**config.mk**
```make
export PLATFORM = sky130hd
export DESIGN_NAME = pixel_stream_packer
export DESIGN_NICKNAME = d
export VERILOG_FILES = /design/src/rtl/pix_stream_pkg.sv /design/src/rtl/byte_fifo.sv /design/src/rtl/pixel_stream_packer.sv
export SDC_FILE = /design/constraint.sdc
export NUM_CORES = 1
export LEC_CHECK = 0
export ABC_AREA = 1
export ABC_CLOCK_PERIOD_IN_PS = 13400
export BUFFER_PORTS_ARGS = -buffer_cell sky130_fd_sc_hd__buf_2
export CAP_MARGIN = 30
export CELL_PAD_IN_SITES_DETAIL_PLACEMENT = 0
export CELL_PAD_IN_SITES_GLOBAL_PLACEMENT = 1
export CORE_AREA = 4 4 237 239
export DETAILED_ROUTE_END_ITERATION = 16
export DIE_AREA = 0 0 241 243
export PLACE_DENSITY = 0.85
export SLEW_MARGIN = 5
export SYNTH_ARGS = -nofsm -noshare
export SYNTH_HDL_FRONTEND = slang
export SYNTH_SLANG_ARGS = --single-unit
```
**constraint.sdc**
```tcl
create_clock -name clk_clk -period 13.4 [get_ports clk_clk]
set_clock_uncertainty 0.2 [all_clocks]
set_input_delay 0.67 -clock clk_clk [delete_from_list [all_inputs] [get_ports clk_clk]]
set_output_delay 0.67 -clock clk_clk [all_outputs]
set_load 0.01 [all_outputs]
```
**src/rtl/pix_stream_pkg.sv**
```systemverilog
// Shared types and constants for the pixel stream packer.
// Holds the FSM state enum, the frame sync bytes and the mode-byte layout.
package pix_stream_pkg;

    typedef enum logic [2:0] {
        ST_IDLE,
        ST_HEADER,
        ST_WAIT_SOF,
        ST_CAPTURE,
        ST_DRAIN
    } state_e;

    localparam logic [7:0] SYNC0 = 8'hA5;
    localparam logic [7:0] SYNC1 = 8'h5A;

    typedef struct packed {
        logic [4:0] rsvd;
        logic       gray;
        logic [1:0] decim;
    } mode_byte_t;

    function automatic logic [7:0] mode_byte(
        input logic       gray,
        input logic [1:0] decim
    );
        mode_byte_t m;
        m.rsvd  = 5'b0;
        m.gray  = gray;
        m.decim = decim;
        return m;
    endfunction

endpackage

```
**src/rtl/byte_fifo.sv**
```systemverilog
// Synchronous first-word-fall-through byte FIFO with full/empty flags.
// Ports: clk_i, rst_i (async high), clr_i (sync flush), push_i/data_i,
// pop_i, data_o (0 while empty), full_o, empty_o.
module byte_fifo #(
    parameter int DEPTH = 64
) (
    input  logic       clk_i,
    input  logic       rst_i,
    input  logic       clr_i,
    input  logic       push_i,
    input  logic [7:0] data_i,
    input  logic       pop_i,
    output logic [7:0] data_o,
    output logic       full_o,
    output logic       empty_o
);

    localparam int AW = $clog2(DEPTH);

    logic [7:0]  mem_q [DEPTH];
    logic [AW:0] wr_q;
    logic [AW:0] rd_q;
    logic        do_wr;
    logic        do_rd;

    assign empty_o = (wr_q == rd_q);
    assign full_o  = (wr_q[AW] != rd_q[AW]) &&
                     (wr_q[AW-1:0] == rd_q[AW-1:0]);

    // A push into a full FIFO is accepted when a pop frees a slot
    // on the same edge, so occupancy stays unchanged.
    assign do_rd = pop_i && !empty_o;
    assign do_wr = push_i && (!full_o || do_rd);

    assign data_o = empty_o ? 8'h00 : mem_q[rd_q[AW-1:0]];

    always_ff @(posedge clk_i or posedge rst_i) begin
        if (rst_i) begin
            wr_q <= '0;
            rd_q <= '0;
        end else if (clr_i) begin
            wr_q <= '0;
            rd_q <= '0;
        end else begin
            if (do_wr) wr_q <= wr_q + 1'b1;
            if (do_rd) rd_q <= rd_q + 1'b1;
        end
    end

    always_ff @(posedge clk_i) begin
        if (do_wr && !clr_i) mem_q[wr_q[AW-1:0]] <= data_i;
    end

endmodule

```
**src/rtl/pixel_stream_packer.sv**
```systemverilog
// Captures one windowed, optionally decimated frame and serialises it as
// a framed byte stream (A5 5A mode, then pixel bytes) through a byte FIFO.
// Ports: clk_clk/reset_reset, start + window/mode config, pix_* pixel input,
// out_data/out_valid/out_ready stream, busy, done pulse, sticky overflow.
module pixel_stream_packer
    import pix_stream_pkg::*;
#(
    parameter int COORD_W    = 11,
    parameter int FIFO_DEPTH = 64
) (
    input  logic               clk_clk,
    input  logic               reset_reset,
    input  logic               start,
    input  logic [COORD_W-1:0] win_x0,
    input  logic [COORD_W-1:0] win_y0,
    input  logic [COORD_W-1:0] win_w,
    input  logic [COORD_W-1:0] win_h,
    input  logic [1:0]         decim,
    input  logic               gray_mode,
    input  logic               pix_valid,
    input  logic [7:0]         pix_r,
    input  logic [7:0]         pix_g,
    input  logic [7:0]         pix_b,
    input  logic [COORD_W-1:0] pix_x,
    input  logic [COORD_W-1:0] pix_y,
    output logic [7:0]         out_data,
    output logic               out_valid,
    input  logic               out_ready,
    output logic               busy,
    output logic               done,
    output logic               overflow
);

    localparam int CW = COORD_W + 1;

    state_e state_q, state_d;
    logic [COORD_W-1:0] x0_q, y0_q, w_q, h_q;
    logic [1:0]  decim_q;
    logic        gray_q;
    logic [1:0]  hdr_q, hdr_d;
    logic [23:0] ser_q, ser_d;
    logic [1:0]  cnt_q, cnt_d;
    logic        ovf_q, ovf_d;
    logic        done_q, done_d;

    logic        cfg_load;
    logic        fifo_clr, fifo_push, fifo_pop;
    logic        fifo_full, fifo_empty;
    logic [7:0]  fifo_din;

    logic [CW-1:0] px, py, x0e, y0e, xend, yend, dx, dy, dmask;
    logic        x_in, y_in, dec_ok, is_last, sof, take, kept;
    logic        ser_push, ser_free, load, drop, start_ok;
    logic [9:0]  gsum;
    logic [7:0]  gbyte;

    // Window arithmetic is one bit wider than the coordinates so the
    // window end never wraps.
    assign px   = {1'b0, pix_x};
    assign py   = {1'b0, pix_y};
    assign x0e  = {1'b0, x0_q};
    assign y0e  = {1'b0, y0_q};
    assign xend = x0e + {1'b0, w_q};
    assign yend = y0e + {1'b0, h_q};
    assign dx   = px - x0e;
    assign dy   = py - y0e;
    assign dmask = CW'((4'd1 << decim_q) - 4'd1);

    assign x_in    = (px >= x0e) && (px < xend);
    assign y_in    = (py >= y0e) && (py < yend);
    assign dec_ok  = ((dx & dmask) == '0) && ((dy & dmask) == '0);
    assign is_last = pix_valid && (px == xend - CW'(1)) &&
                     (py == yend - CW'(1));
    assign sof     = pix_valid && (pix_x == '0) && (pix_y == '0);

    // The start-of-frame pixel is handled as a capture pixel on its edge.
    assign take = (state_q == ST_CAPTURE) ||
                  ((state_q == ST_WAIT_SOF) && sof);
    assign kept = take && pix_valid && x_in && y_in && dec_ok;

    assign gsum  = {2'b00, pix_r} + {1'b0, pix_g, 1'b0} + {2'b00, pix_b};
    assign gbyte = 8'(gsum >> 2);

    assign out_valid = !fifo_empty;
    assign fifo_pop  = out_valid && out_ready;

    // Serializer may push into a full FIFO only when a pop frees a slot.
    assign ser_push = (cnt_q != 2'd0) && (!fifo_full || fifo_pop);
    // Free on this edge if empty or its last byte leaves now.
    assign ser_free = (cnt_q == 2'd0) || ((cnt_q == 2'd1) && ser_push);
    assign load     = kept && ser_free;
    assign drop     = kept && !ser_free;

    assign start_ok = start && (state_q == ST_IDLE) &&
                      (win_w != '0) && (win_h != '0);

    always_comb begin
        state_d   = state_q;
        hdr_d     = hdr_q;
        ser_d     = ser_q;
        cnt_d     = cnt_q;
        ovf_d     = ovf_q;
        done_d    = 1'b0;
        cfg_load  = 1'b0;
        fifo_clr  = 1'b0;
        fifo_push = 1'b0;
        fifo_din  = ser_q[23:16];

        if (ser_push) begin
            ser_d     = {ser_q[15:0], 8'h00};
            cnt_d     = cnt_q - 2'd1;
            fifo_push = 1'b1;
        end
        if (load) begin
            ser_d = gray_q ? {gbyte, 16'h0000} : {pix_r, pix_g, pix_b};
            cnt_d = gray_q ? 2'd1 : 2'd3;
        end
        if (drop) ovf_d = 1'b1;

        unique case (state_q)
            ST_IDLE: begin
                if (start_ok) begin
                    state_d  = ST_HEADER;
                    hdr_d    = 2'd0;
                    ovf_d    = 1'b0;
                    fifo_clr = 1'b1;
                    cfg_load = 1'b1;
                end
            end
            ST_HEADER: begin
                fifo_push = 1'b1;
                unique case (hdr_q)
                    2'd0:    fifo_din = SYNC0;
                    2'd1:    fifo_din = SYNC1;
                    default: fifo_din = mode_byte(gray_q, decim_q);
                endcase
                hdr_d = hdr_q + 2'd1;
                if (hdr_q == 2'd2) state_d = ST_WAIT_SOF;
            end
            ST_WAIT_SOF: begin
                if (sof) state_d = is_last ? ST_DRAIN : ST_CAPTURE;
            end
            ST_CAPTURE: begin
                if (is_last) state_d = ST_DRAIN;
            end
            ST_DRAIN: begin
                if ((cnt_q == 2'd0) && fifo_empty) begin
                    done_d  = 1'b1;
                    state_d = ST_IDLE;
                end
            end
            default: state_d = ST_IDLE;
        endcase
    end

    always_ff @(posedge clk_clk or posedge reset_reset) begin
        if (reset_reset) begin
            state_q <= ST_IDLE;
            hdr_q   <= 2'd0;
            ser_q   <= 24'h0;
            cnt_q   <= 2'd0;
            ovf_q   <= 1'b0;
            done_q  <= 1'b0;
            x0_q    <= '0;
            y0_q    <= '0;
            w_q     <= '0;
            h_q     <= '0;
            decim_q <= 2'd0;
            gray_q  <= 1'b0;
        end else begin
            state_q <= state_d;
            hdr_q   <= hdr_d;
            ser_q   <= ser_d;
            cnt_q   <= cnt_d;
            ovf_q   <= ovf_d;
            done_q  <= done_d;
            if (cfg_load) begin
                x0_q    <= win_x0;
                y0_q    <= win_y0;
                w_q     <= win_w;
                h_q     <= win_h;
                decim_q <= decim;
                gray_q  <= gray_mode;
            end
        end
    end

    byte_fifo #(
        .DEPTH (FIFO_DEPTH)
    ) u_fifo (
        .clk_i   (clk_clk),
        .rst_i   (reset_reset),
        .clr_i   (fifo_clr),
        .push_i  (fifo_push),
        .data_i  (fifo_din),
        .pop_i   (fifo_pop),
        .data_o  (out_data),
        .full_o  (fifo_full),
        .empty_o (fifo_empty)
    );

    assign busy     = (state_q != ST_IDLE);
    assign done     = done_q;
    assign overflow = ovf_q;

endmodule

```
# Word level (Yosys, flattened, before mapping)
# Memories as Yosys holds them, arrays and structs flattened.
# Index checks and enable logic that the tools add are counted.
dict set report totals {
  out_inout_bits 12
  ram_bits 512
  ff_bits 94
  n_memories 1
  inputBits 98
  elab_cells 135
}
dict set report op_classes {
  mux 33
  shift 1
  n_eq_ne 17
  n_reduce_logical 50
  bitwise_logic 2
  add_sub_neg 13
  n_lt_le_gt_ge 4
}
# name words word_bits rd rd_clocked_by_memory_dff write_ports line
set memory_table {}
lappend memory_table {u_fifo.mem_q 64 8 1 0 1 byte_fifo.sv:20} ;# logic [7:0] mem_q [DEPTH];
# cell n
set op_table {}
lappend op_table {{$mux W24} 3}
lappend op_table {{$sub A12 B1 Y12 const B} 3}
lappend op_table {{$mux W7} 4}
lappend op_table {{$logic_and A1 B1 Y1} 25}
lappend op_table {{$add A11 B11 Y12} 2}
lappend op_table {{$and A12 B12 Y12} 2}
lappend op_table {{$eq A11 B12 Y1} 2}
lappend op_table {{$logic_not A12 Y1} 2}
lappend op_table {{$lt A11 B12 Y1} 2}
lappend op_table {{$sub A11 B11 Y12} 2}
lappend op_table {{$ge A11 B11 Y1} 2}
lappend op_table {{$logic_not A11 Y1} 2}
lappend op_table {{$reduce_bool A11 Y1} 2}
lappend op_table {{$mux W3} 6}
lappend op_table {{$mux W8} 2}
lappend op_table {{$pmux W8 S2} 1}
lappend op_table {{$pmux W3 S5} 1}
lappend op_table {{$add A7 B1 Y7 const B} 2}
lappend op_table {{$shl A1 B2 Y12 const A} 1}
lappend op_table {{$mux W1} 11}
lappend op_table {{$add A10 B8 Y10} 1}
lappend op_table {{$add A8 B9 Y10} 1}
lappend op_table {{$ne A2 B2 Y1 const B} 5}
lappend op_table {{$reduce_bool A2 Y1} 5}
lappend op_table {{19 further kinds} 31}

# Depth between registers and ports, before layout
dict set report depth {
  ltp_word 13
  mapped_depth 26
  mapped_depth_nobuf 25
}

# Modules after synthesis
# From an unflattened synthesis, not the netlist that was laid out.
dict set report unflattened {
  cells_unflattened 3394
  hier_area_um2 30764.5
}
# module seq_area_each_um2 cells_each area_each_um2 instances
set by_module_without_submodules {}
lappend by_module_without_submodules {byte_fifo 15725.1 2225 22917.0 1}
lappend by_module_without_submodules {pixel_stream_packer 2001.9 1169 7847.5 1}

# Least setup slack after synthesis
# OpenSTA, ideal clock, no wires.
dict set report synth_path {
  kind {reg-to-reg}
  startpoint {register state_q[1]}
  endpoint {memory u_fifo.mem_q[0][1], data pin}
  setup_time_ns 0.702
  t_required_ns 12.498
  slack_ns 9.170
  n_path_buf 1
  synth_period_minus_slack_ns 4.230
  stages_incl_launch_ff 5
  arrival_ns 3.329
  path_cell_list {dfrtp_1 -> nor2_1 -> nand2_1 -> clkbuf_1 -> o21ai_0}
}
dict set report synth_between {
  elab_chain_cells 2
}
# item line
set synth_lines {}
lappend synth_lines {{from (decl)} pixel_stream_packer.sv:36} ;# state_e state_q, state_d;
lappend synth_lines {{from (signal assigned)} pixel_stream_packer.sv:171} ;# state_q <= state_d;
lappend synth_lines {{$eq A3 B1 Y1} pixel_stream_packer.sv:120} ;# unique case (state_q)
lappend synth_lines {{$mux W8} pixel_stream_packer.sv:120}
lappend synth_lines {{via fifo_din[1]} pixel_stream_packer.sv:49} ;# logic [7:0] fifo_din;
lappend synth_lines {{to (decl)} byte_fifo.sv:20}
# The timed path passes the listed nets, and every way through them passes these cells.

# Worst setup path after layout
dict set report layout_path {
  startpoint {register u_fifo.rd_q[0]}
  endpoint {output port out_data[4]}
}
dict set report layout_between {
  elab_chain_cells 2
  elab_cells_between_ends 3
  cone_classes {eq/ne (1); mux (1); memory (1)}
}
# item line
set layout_lines {}
lappend layout_lines {{from (decl)} byte_fifo.sv:22} ;# logic [AW:0] rd_q;
lappend layout_lines {{from (signal assigned)} byte_fifo.sv:46} ;# if (do_rd) rd_q <= rd_q + 1'b1;
lappend layout_lines {{$mem_v2 Z64 W8 / $eq A7 B7 Y1 (equally long branches)} -}
lappend layout_lines {{$mux W8 *} byte_fifo.sv:35} ;# assign data_o = empty_o ? 8'h00 : mem_q[rd_q[AW-1:0]];
lappend layout_lines {{to (decl)} pixel_stream_packer.sv:26} ;# output logic [7:0] out_data,
# Every way passes the cells marked *; elsewhere a longest branch is shown, timed or not.

==> key figures <==
Clock tree
  – Worst skew pair latency: 0.61 ns
  – CTS Buf Count: 66
  – Clk slew on worst S/H paths: 0.06 ns
  – CTS H-Tree Depth: 3
  – CTS tree: built
  – Root Buffer: clkbuf_16
  – Postcts setup bufs: 0
  – CTS Buffer Depth: 3
  – Clock sinks: 606

Placement
  – Gpl congestion: 0.9579
  – Final HPWL DP: 47790 um
  – Worst slack at placement: 8.077 ns
  – IO Port Bufs: 109

Synth
  – Synth unique cells: 50
  – Post-Syn Instances: 2762
  – Avg Inst Size Synth: 10.33 um^2
  – Synth top area cells: edfxtp_1, dfrtp_1, o21ai_0
  – Yosys warnings: 0
  – Top-count cell post-synth: edfxtp_1
  – Synthesized flop and latch total: 606
  – Synth top area share: 53.91%
  – FFs w/ async S/R, synth: 15.51%
  – Number of synthesized flops with an enable pin: 512
  – Syn Nets: 2951
  – Cell taking the most area after synthesis: edfxtp_1
  – Top FF cell, synth: edfxtp_1
  – Post-synthesis sequential area ratio: 62.16%
  – Post-synthesis cell area: 28520 um^2
  – Synth top cells by count: edfxtp_1, nor2_1, nand2_1

Finish
  – Antenna cell count: 0
  – Final-stage net count: 3025
  – Multi-input gate area: 9627 um^2
  – Area Growth Syn to Fin: 11.92%
  – Register area: 17740 um^2
  – Filler instances: 4475
  – Layout cells sized above 1: 10.06%

Die
  – Chip width: 241 um
  – Core region area: 53810 um^2
  – Rows: 85
  – Starting Density: 53.00%
  – IO Pins: 110
  – Die Area: 58560 um^2
  – Die Span Y: 243 um

Setup path
  – Req. time, crit path: 12.53 ns
  – Endpoint class of the critical path: output pin
  – WS Path Type: flop to output pin
  – Startpoint Class: flop
  – CP max FO: 98
  – Critical path arrival: 5.23 ns

Global routing
  – Initial antenna violation count: 0
  – Vias in the first global route: 20660
  – First-pass GRT wire length: 115900 um
  – Largest net degree at the start of global routing: 99
  – Global-route usage over all layers: 25.31%
  – GR Overflow Total: 0

Timing
  – Shortest period the worst path allows: 6.103 ns
  – Final WS setup: 7.297 ns
  – Slew Limit Fails: 0
  – Relative slew slack: 34.96%
  – Fmax: 163.8 MHz
  – Endpoints failing setup: 0
  – RSZ-0062 raised after global routing: no
  – Setup TNS: 0 ns
  – Final Cycle Share: 45.55%
  – Final Hold Fails: 0
  – Worst-Margin Slew: 0.9720 ns

Power
  – Worst vdd ir: 0.0002278 V
  – PD cells: 248.5 nW/um^2
  – P_leak: 0.01218 uW

Route
  – Vias: 21290
  – First-pass DRT Iterations: 6
  – DR iter-0 viols: 2292
  – Via-per-instance ratio: 5.949
  – Avg WL per Cell: 20.96 um
  – DRT antenna net count: 0
  – Residual DRC: 0
  – Total Wirelength: 75010 um

Outcome
  – Status: completed

Hold path
  – HP Class: input port to flop

Run
  – Max Cap Viol: 0
[power by group]
group          internal (uW)  leakage, uW  switching [uW]
registers               2530      0.00588             193
clock network           1080      0.00106             735
logic                    988      0.00524            2400
[per-stage QoR]
| stage | area, um^2 | total power (uW) | hold WS [ns] | util (%) | cells |
|---|---|---|---|---|---|
| 2_1_floorplan | 28520 | 5019 | 0.2494 | - | 2762 |
| 3_3_place_gp | 29660 | 6028 | 0.2600 | 55.11 | 3456 |
| 3_5_place_dp | 29680 | 6110 | 0.2637 | 55.16 | 3457 |
| 4_1_cts | 31860 | 7935 | 0.05412 | 59.21 | 3572 |
| 5_1_grt | 31920 | 8453 | 0.07113 | 59.32 | 3578 |
| 6_report | 31920 | 7932 | 0.07825 | 59.32 | 3578 |
[cells in the final DEF (no fill, tap or decap), types with 13 or more instances in the layout]
cell type and instances:
edfxtp_1 512, nor2_1 447, nand2_1 430, o21ai_0 363
inv_1 165, nand3_1 127, buf_2 109, o22ai_1 104
dfrtp_1 91, ha_1 79, clkbuf_16 68, a21oi_1 51
o221ai_1 38, nand4_1 30, buf_4 30, o211ai_1 24
nor3_1 19, nand2_2 18, clkinv_1 13
[state kept, by name (all words and copies together), names as in the netlist]
register and count:
y0_q 11, ser_q 24, done 1, decim_q 2
hdr_q 2, w_q 11, u_fifo.rd_q 7, state_q 3
u_fifo.mem_q 512, cnt_q 2, overflow 1, x0_q 11
u_fifo.wr_q 7, h_q 11, gray_q 1
[worst max-delay path: stages (launching register included)]
cell and delay [ns]:
dfrtp_4 0.80, buf_4 0.51, inv_6 0.55, buf_4 0.85
o21ai_0 0.24, o22ai_1 0.18, o21ai_0 0.13, o22ai_1 0.30
o21ai_0 0.14, o21bai_1 0.26, a31oi_1 0.33, buf_2 0.21
[worst paths after layout]
| path | cells past startpoint | endpoint | slack [ns] | start |
|---|---|---|---|---|
| max in group asynchronous | 5 | w_q[9] | 11.56 | reset_reset |
| hold reg to reg | 2 | ser_q[4] | 0.27 | ser_q[4] |
| hold / removal | 3 | y0_q[2] | 0.08 | win_y0[2] |
| setup / recovery | 11 | out_data[4] | 7.30 | u_fifo.rd_q[0] |
| setup reg to reg | 13 | u_fifo.mem_q[54][3] | 8.46 | u_fifo.rd_q[0] |
| min in group asynchronous | 3 | overflow | 0.41 | reset_reset |
[final cells by class]
type                    instances  area share (%)
clock buffers                  78           5.511
multi-input cells            1842           30.16
well taps                     696           2.728
flip-flops and latches        606           55.56
repair buffers                143           2.618
inverters                     177           2.136
clock inverters                36           1.286
[kinds of logic after synthesis]
group,Yosys count,synth area share [%]
buffers and inverters,314,4.356
flip-flops,606,62.16
AND/OR/NAND/NOR,1107,16.07
adder cells (fa/ha/maj),91,4.308
XOR/XNOR,25,0.7941
AO/OA/AOI/OAI,619,12.31
[routing by layer]
layer | up-vias | global-route usage [%] | share of wire, %
met5 | - | 0 | 0
met4 | 0 | 7.376 | 2.9
met3 | 155 | 4.416 | 7.5
met2 | 988 | 41.88 | 48
met1 | 10220 | 34.63 | 42
li1 | 9922 | - | -
[what timing repair did]
| action | 4_1_cts | 5_1_grt |
|---|---|---|
| gates resized for setup | 0 | 0 |
| hold buffers | 1 | 0 |
| endpoints found under the hold margin | 30 | 0 |
Power figures use the tool's default switching activity.
